==> src/rtl/dummy_ctrl_gen.sv <==
// Run controller: optional millisecond delay, then copies LEN words from the input memory
// through a selectable transform into the output memory, with host status flags.
module dummy_ctrl_gen #(
  parameter int ADDR_WIDTH_MEMI = 6,
  parameter int ADDR_WIDTH_MEMO = 6,
  parameter int SIZE_CR         = 2,
  parameter int TICKS_PER_MS    = 50000,
  parameter int RD_LAT          = 1
) (
  input  logic                       clk,
  input  logic                       rst_a,
  input  logic                       en_s,
  input  logic                       start,
  input  logic                       abort,
  input  logic [SIZE_CR*32-1:0]      confReg,
  output logic [ADDR_WIDTH_MEMI-1:0] addrRD,
  input  logic [31:0]                dataRD,
  output logic [ADDR_WIDTH_MEMO-1:0] addrWR,
  output logic [31:0]                dataWR,
  output logic                       enWR,
  output logic                       busy_f,
  output logic                       done_f,
  output logic                       data_rdy,
  output logic                       data_read,
  output logic                       err_f
);

  typedef enum logic [2:0] {
    ST_STANDBY = 3'd0,
    ST_CONFIG  = 3'd1,
    ST_DELAY   = 3'd2,
    ST_RD_WAIT = 3'd3,
    ST_WRITE   = 3'd4,
    ST_NEXT    = 3'd5
  } state_t;

  localparam logic [16:0] DEPTH_I   = 17'(2 ** ADDR_WIDTH_MEMI);
  localparam logic [16:0] DEPTH_O   = 17'(2 ** ADDR_WIDTH_MEMO);
  localparam logic [31:0] TICK_LAST = 32'(TICKS_PER_MS - 1);
  localparam logic [2:0]  LAT_LAST  = 3'(RD_LAT - 1);

  state_t                     state_q, state_d;
  logic [ADDR_WIDTH_MEMI-1:0] addr_rd_q, addr_rd_d;
  logic [ADDR_WIDTH_MEMO-1:0] addr_wr_q, addr_wr_d;
  logic                       en_wr_q, en_wr_d;
  logic                       busy_q, busy_d;
  logic                       done_q, done_d;
  logic                       data_read_q, data_read_d;
  logic                       data_rdy_q, data_rdy_d;
  logic                       err_q, err_d;
  logic [31:0]                tick_q, tick_d;
  logic [30:0]                ms_q, ms_d;
  logic [2:0]                 lat_q, lat_d;
  logic [16:0]                cnt_q, cnt_d;
  logic [30:0]                delay_ms_q, delay_ms_d;
  logic [16:0]                len_q, len_d;
  logic [7:0]                 rdy_thr_q, rdy_thr_d;
  logic [1:0]                 mode_q, mode_d;
  logic                       state_bad;
  logic [16:0]                len_cfg;
  logic                       cfg_unused;

  // A zero length field selects the full output memory depth.
  assign len_cfg    = (confReg[47:32] == 16'd0) ? DEPTH_O : {1'b0, confReg[47:32]};
  assign cfg_unused = ^confReg[SIZE_CR*32-1:58];

  function automatic logic [31:0] xform(input logic [1:0] m, input logic [31:0] d);
    case (m)
      2'd0:    return d;
      2'd1:    return ~d;
      2'd2:    return d + 32'd1;
      default: return {d[15:0], d[31:16]};
    endcase
  endfunction

  always_comb begin
    state_d     = state_q;
    addr_rd_d   = addr_rd_q;
    addr_wr_d   = addr_wr_q;
    en_wr_d     = 1'b0;
    busy_d      = busy_q;
    done_d      = 1'b0;
    data_read_d = 1'b0;
    data_rdy_d  = data_rdy_q;
    err_d       = err_q;
    tick_d      = tick_q;
    ms_d        = ms_q;
    lat_d       = lat_q;
    cnt_d       = cnt_q;
    delay_ms_d  = delay_ms_q;
    len_d       = len_q;
    rdy_thr_d   = rdy_thr_q;
    mode_d      = mode_q;
    state_bad   = 1'b0;
    case (state_q)
      ST_STANDBY: begin
        if (start) begin
          state_d    = ST_CONFIG;
          busy_d     = 1'b1;
          err_d      = 1'b0;
          data_rdy_d = 1'b0;
        end
      end
      ST_CONFIG: begin
        delay_ms_d = confReg[31:1];
        len_d      = len_cfg;
        rdy_thr_d  = confReg[55:48];
        mode_d     = confReg[57:56];
        if (len_cfg > DEPTH_I || len_cfg > DEPTH_O) begin
          state_d = ST_STANDBY;
          busy_d  = 1'b0;
          err_d   = 1'b1;
        end else if (confReg[0]) begin
          state_d = ST_DELAY;
        end else begin
          state_d = ST_RD_WAIT;
        end
      end
      ST_DELAY: begin
        if (ms_q == delay_ms_q) begin
          state_d = ST_RD_WAIT;
          tick_d  = 32'd0;
          ms_d    = 31'd0;
        end else if (tick_q == TICK_LAST) begin
          tick_d = 32'd0;
          ms_d   = ms_q + 31'd1;
        end else begin
          tick_d = tick_q + 32'd1;
        end
      end
      ST_RD_WAIT: begin
        if (lat_q == LAT_LAST) begin
          lat_d   = 3'd0;
          state_d = ST_WRITE;
          en_wr_d = 1'b1;
        end else begin
          lat_d = lat_q + 3'd1;
        end
      end
      ST_WRITE: state_d = ST_NEXT;
      ST_NEXT: begin
        cnt_d = cnt_q + 17'd1;
        if (rdy_thr_q != 8'd0 && cnt_d == {9'd0, rdy_thr_q}) data_rdy_d = 1'b1;
        if (cnt_d == len_q) begin
          state_d     = ST_STANDBY;
          done_d      = 1'b1;
          data_read_d = 1'b1;
          busy_d      = 1'b0;
          addr_rd_d   = '0;
          addr_wr_d   = '0;
          cnt_d       = 17'd0;
        end else begin
          addr_rd_d = addr_rd_q + ADDR_WIDTH_MEMI'(1);
          addr_wr_d = addr_wr_q + ADDR_WIDTH_MEMO'(1);
          state_d   = ST_RD_WAIT;
        end
      end
      default: state_bad = 1'b1;
    endcase
    // Abort overrides whatever transition the state logic picked this cycle.
    if (state_bad || (abort && state_q != ST_STANDBY)) begin
      state_d     = ST_STANDBY;
      addr_rd_d   = '0;
      addr_wr_d   = '0;
      en_wr_d     = 1'b0;
      busy_d      = 1'b0;
      done_d      = 1'b0;
      data_read_d = 1'b0;
      data_rdy_d  = 1'b0;
      tick_d      = 32'd0;
      ms_d        = 31'd0;
      lat_d       = 3'd0;
      cnt_d       = 17'd0;
      if (state_bad) err_d = 1'b0;
    end
  end

  always_ff @(posedge clk or negedge rst_a) begin
    if (!rst_a) begin
      state_q     <= ST_STANDBY;
      addr_rd_q   <= '0;
      addr_wr_q   <= '0;
      en_wr_q     <= 1'b0;
      busy_q      <= 1'b0;
      done_q      <= 1'b0;
      data_read_q <= 1'b0;
      data_rdy_q  <= 1'b0;
      err_q       <= 1'b0;
      tick_q      <= 32'd0;
      ms_q        <= 31'd0;
      lat_q       <= 3'd0;
      cnt_q       <= 17'd0;
      delay_ms_q  <= 31'd0;
      len_q       <= 17'd0;
      rdy_thr_q   <= 8'd0;
      mode_q      <= 2'd0;
    end else if (en_s) begin
      state_q     <= state_d;
      addr_rd_q   <= addr_rd_d;
      addr_wr_q   <= addr_wr_d;
      en_wr_q     <= en_wr_d;
      busy_q      <= busy_d;
      done_q      <= done_d;
      data_read_q <= data_read_d;
      data_rdy_q  <= data_rdy_d;
      err_q       <= err_d;
      tick_q      <= tick_d;
      ms_q        <= ms_d;
      lat_q       <= lat_d;
      cnt_q       <= cnt_d;
      delay_ms_q  <= delay_ms_d;
      len_q       <= len_d;
      rdy_thr_q   <= rdy_thr_d;
      mode_q      <= mode_d;
    end
  end

  // Read data arrives during WRITE, so the transform sits on the read path.
  assign dataWR    = en_wr_q ? xform(mode_q, dataRD) : 32'd0;
  assign addrRD    = addr_rd_q;
  assign addrWR    = addr_wr_q;
  assign enWR      = en_wr_q;
  assign busy_f    = busy_q;
  assign done_f    = done_q;
  assign data_rdy  = data_rdy_q;
  assign data_read = data_read_q;
  assign err_f     = err_q;

endmodule

==> config.mk <==
export PLATFORM = sky130hd
export DESIGN_NAME = dummy_ctrl_gen
export DESIGN_NICKNAME = d
export VERILOG_FILES = /design/src/rtl/dummy_ctrl_gen.sv
export SDC_FILE = /design/constraint.sdc
export NUM_CORES = 1
export LEC_CHECK = 0
export CAP_MARGIN = 40
export CORE_AREA = 5 5 177 179
export CTS_CLUSTER_DIAMETER = 200
export DETAILED_ROUTE_END_ITERATION = 10
export DIE_AREA = 0 0 182 184
export GPL_TIMING_DRIVEN = 0
export MAX_ROUTING_LAYER = met4
export PLACE_DENSITY_LB_ADDON = 0.3
export SETUP_SLACK_MARGIN = 0.15
export SYNTH_ARGS = -nofsm -noshare
export SYNTH_HDL_FRONTEND = slang
export SYNTH_SLANG_ARGS = --single-unit
==> constraint.sdc <==
create_clock -name clk -period 8.4 [get_ports clk]
set_clock_uncertainty 0.2 [all_clocks]
set_input_delay 1.68 -clock clk [delete_from_list [all_inputs] [get_ports clk]]
set_output_delay 1.68 -clock clk [all_outputs]
set_load 0.01 [all_outputs]
==> impl_metrics.tcl <==
set metrics [dict create \
    powerDensity_nw_per_um2 225 \
    antenna_found_initial 1 \
    finalCritPeriodShare 0.833 \
    maxSlewHeadroom 0.444 \
    start_util 0.346 \
    fin_cells 1707 \
    synth-edff-count 0 \
    crit_path_end_kind "output port" \
    dp_cells 1674 \
    rsz0062_at_grt "false" \
    crit_fanout 6 \
    io_pins 151 \
    die-height_um 184 \
    vdd_drop_max_mv 0.135 \
    slew_violations 0 \
    whs_ns 0.300 \
    slowest_delay_ns 0.62 \
    path_clk_slew_ns 0.07 \
    rows 63 \
    cts_root_buf "clkbuf_16" \
    worstPathRequired_ns 6.52 \
    nets 1414 \
    syn_nets 1248 \
    core_area_um2 29400 \
    drtAntennaViolNets 0 \
    hp-class "reg -> reg" \
    yosysWarningCount 0 \
    ys_async_sr_fraction 1.00 \
    fin_area_um2 12800 \
    io_buffers 142 \
    grt-ovfl-total 0 \
    dpl-instance-area_um2 12100 \
    drv_cap 0 \
    wirelength_um 31400 \
    grt_max_degree 118 \
    p_leak_uw 0.00525 \
    grt_pass1_wl_um 49700 \
    cts_buffer_depth 2 \
    dp_slack_ns 1.49 \
    tightest_slew_ns 0.834 \
    crit_arrival_ns 5.12 \
    ys_types 68 \
    h-tree-depth 4 \
    status "finished, final reports clean" \
    avgSynthCellArea_um2 8.95 \
    dp_hpwl_um 23600 \
    drt_iter0_markers 710 \
    wl_per_cell_um 18.4 \
    min_period_ns 7.00 \
    drc 0 \
    drtPass1Iterations 6 \
    syn_area_um2 10200 \
    drive_above_1_share 0.0889 \
    cts_num_sinks 160 \
    most-common-layout-cells "dfrtp_1 (160), clkdlybuf4s50_1 (141), nor2_1 (122), nand2_1 (102), xnor2_1 (69)" \
    ys_seq_area_frac 0.393 \
    hold_buffers 0 \
    cts_setup_buffers 0 \
    synthFlopType "dfrtp_1" \
    setup_viol 0 \
    crit_chain "clkdlybuf4s50_1 > and3_1 > nor2b_1 > and4_1 > clkbuf_1 > nor2b_1 > a41o_1 > nor2_1 > a311oi_1 > clkdlybuf4s50_1" \
    grt_pass1_vias 8884 \
    crit_type "in -> out" \
    numCtsBuffers 17 \
    cp_num_buf_inv 3 \
    hold_viol 0 \
    mostFrequentLayoutCell "dfrtp_1" \
    post_cts_resized 0 \
    crit_family "buffers and inverters" \
    vias_per_cell 5.42 \
    dieArea_um2 33500 \
    critPathLaunchType "primary input" \
    clock_latency_ns 0.44 \
    die_w_um 182 \
    gp_congestion 0.911 \
    track_usage 0.189 \
    fin_ws_ns 1.40 \
    ys_seq_elements 160 \
    syn2layout_area_growth_pct 25.5 \
    cts_tree "built" \
    max_freq_mhz 143 \
    synth_cells 1137 \
    dr_total_vias 9244 \
    crit_slowest_cell "clkdlybuf4s50_1" \
    total_power_uw 2880 \
]
==> power by group <==
part	internal (µW)	switching, µW
combinational	443	516
sequential	937	156
clock	436	387
==> layout make-up <==
| cell class | count | area, µm² |
|---|---|---|
| fillers | 2861 | 16600 |
| multi-input cells | 882 | 5800 |
| flip-flops and latches | 160 | 4000 |
| repair buffers | 147 | 1470 |
| well taps | 390 | 488 |
| clock buffers | 17 | 425 |
| plain buffers | 70 | 283 |
| clock inverters | 15 | 210 |
| inverters | 25 | 93.8 |
| diodes | 1 | 2.50 |
==> logic make-up (layout without fill, tap and decap cells) <==
logic type	count (synthesis)	count (layout)	share of synthesized area
AO/OA/AOI/OAI	220	220	0.150
XOR/XNOR	125	125	0.108
adder cells (fa/ha/maj)	10	10	0.0123
other	0	1	0
flip-flops	160	160	0.393
AND/OR/NAND/NOR	457	457	0.224
multiplexers	70	70	0.0758
buffers and inverters	95	274	0.0370
==> Yosys cell counts (25+ instances only) <==
library cell | count | share of area
dfrtp_1 | 160 | 0.39
nor2_1 | 122 | 0.045
nand2_1 | 102 | 0.038
xnor2_1 | 69 | 0.059
nand3_1 | 64 | 0.031
mux2_2 | 57 | 0.063
xor2_1 | 56 | 0.048
clkbuf_1 | 55 | 0.020
o21ai_0 | 54 | 0.027
a21oi_1 | 30 | 0.015
nand4_1 | 29 | 0.018
nor3_1 | 28 | 0.014
inv_1 | 25 | 0.0092
==> through the flow <==
| stage | TNS, ns | util |
|---|---|---|
| after global routing | 0 | 0.435 |
| after CTS | 0 | 0.435 |
| after floorplan | 0 | - |
| after global placement | -211.60 | 0.411 |
| final | 0 | 0.435 |
| after detailed placement | 0 | 0.413 |
==> routing by layer <==
metal	wire, µm	vias to the layer above	GRT usage
met5	0	-	-
met4	379	0	0.0348
met3	1130	26	0.0255
met2	15700	228	0.318
met1	14200	4547	0.247
li1	-	4443	-
==> sequential cells by signal (all words and copies together) (netlist names) <==
signal	count
mode_q	2
delay_ms_q	31
busy_f	1
rdy_thr_q	8
cnt_q	17
ms_q	31
lat_q	3
addrRD	6
len_q	16
enWR	1
data_read	1
addrWR	6
data_rdy	1
tick_q	32
state_q	3
err_f	1
==> final timing paths <==
| path | startpoint | end | slack, ns | depth (start not counted) |
|---|---|---|---|---|
| max | dataRD[0] | dataWR[31] | 1.40 | 10 |
| min | lat_q[2]$_DFFE_PN0P_ | lat_q[2]$_DFFE_PN0P_ | 0.30 | 1 |
| max reg2reg | cnt_q[0]$_DFFE_PN0P_ | cnt_q[13]$_DFFE_PN0P_ | 4.15 | 11 |
| min reg2reg | lat_q[2]$_DFFE_PN0P_ | lat_q[2]$_DFFE_PN0P_ | 0.30 | 1 |
| max in group asynchronous | rst_a | tick_q[6]$_DFFE_PN0P_ | 6.16 | 2 |
| min in group asynchronous | rst_a | len_q[2]$_DFFE_PN0P_ | 0.93 | 1 |
(Power assumes the default switching activity.)
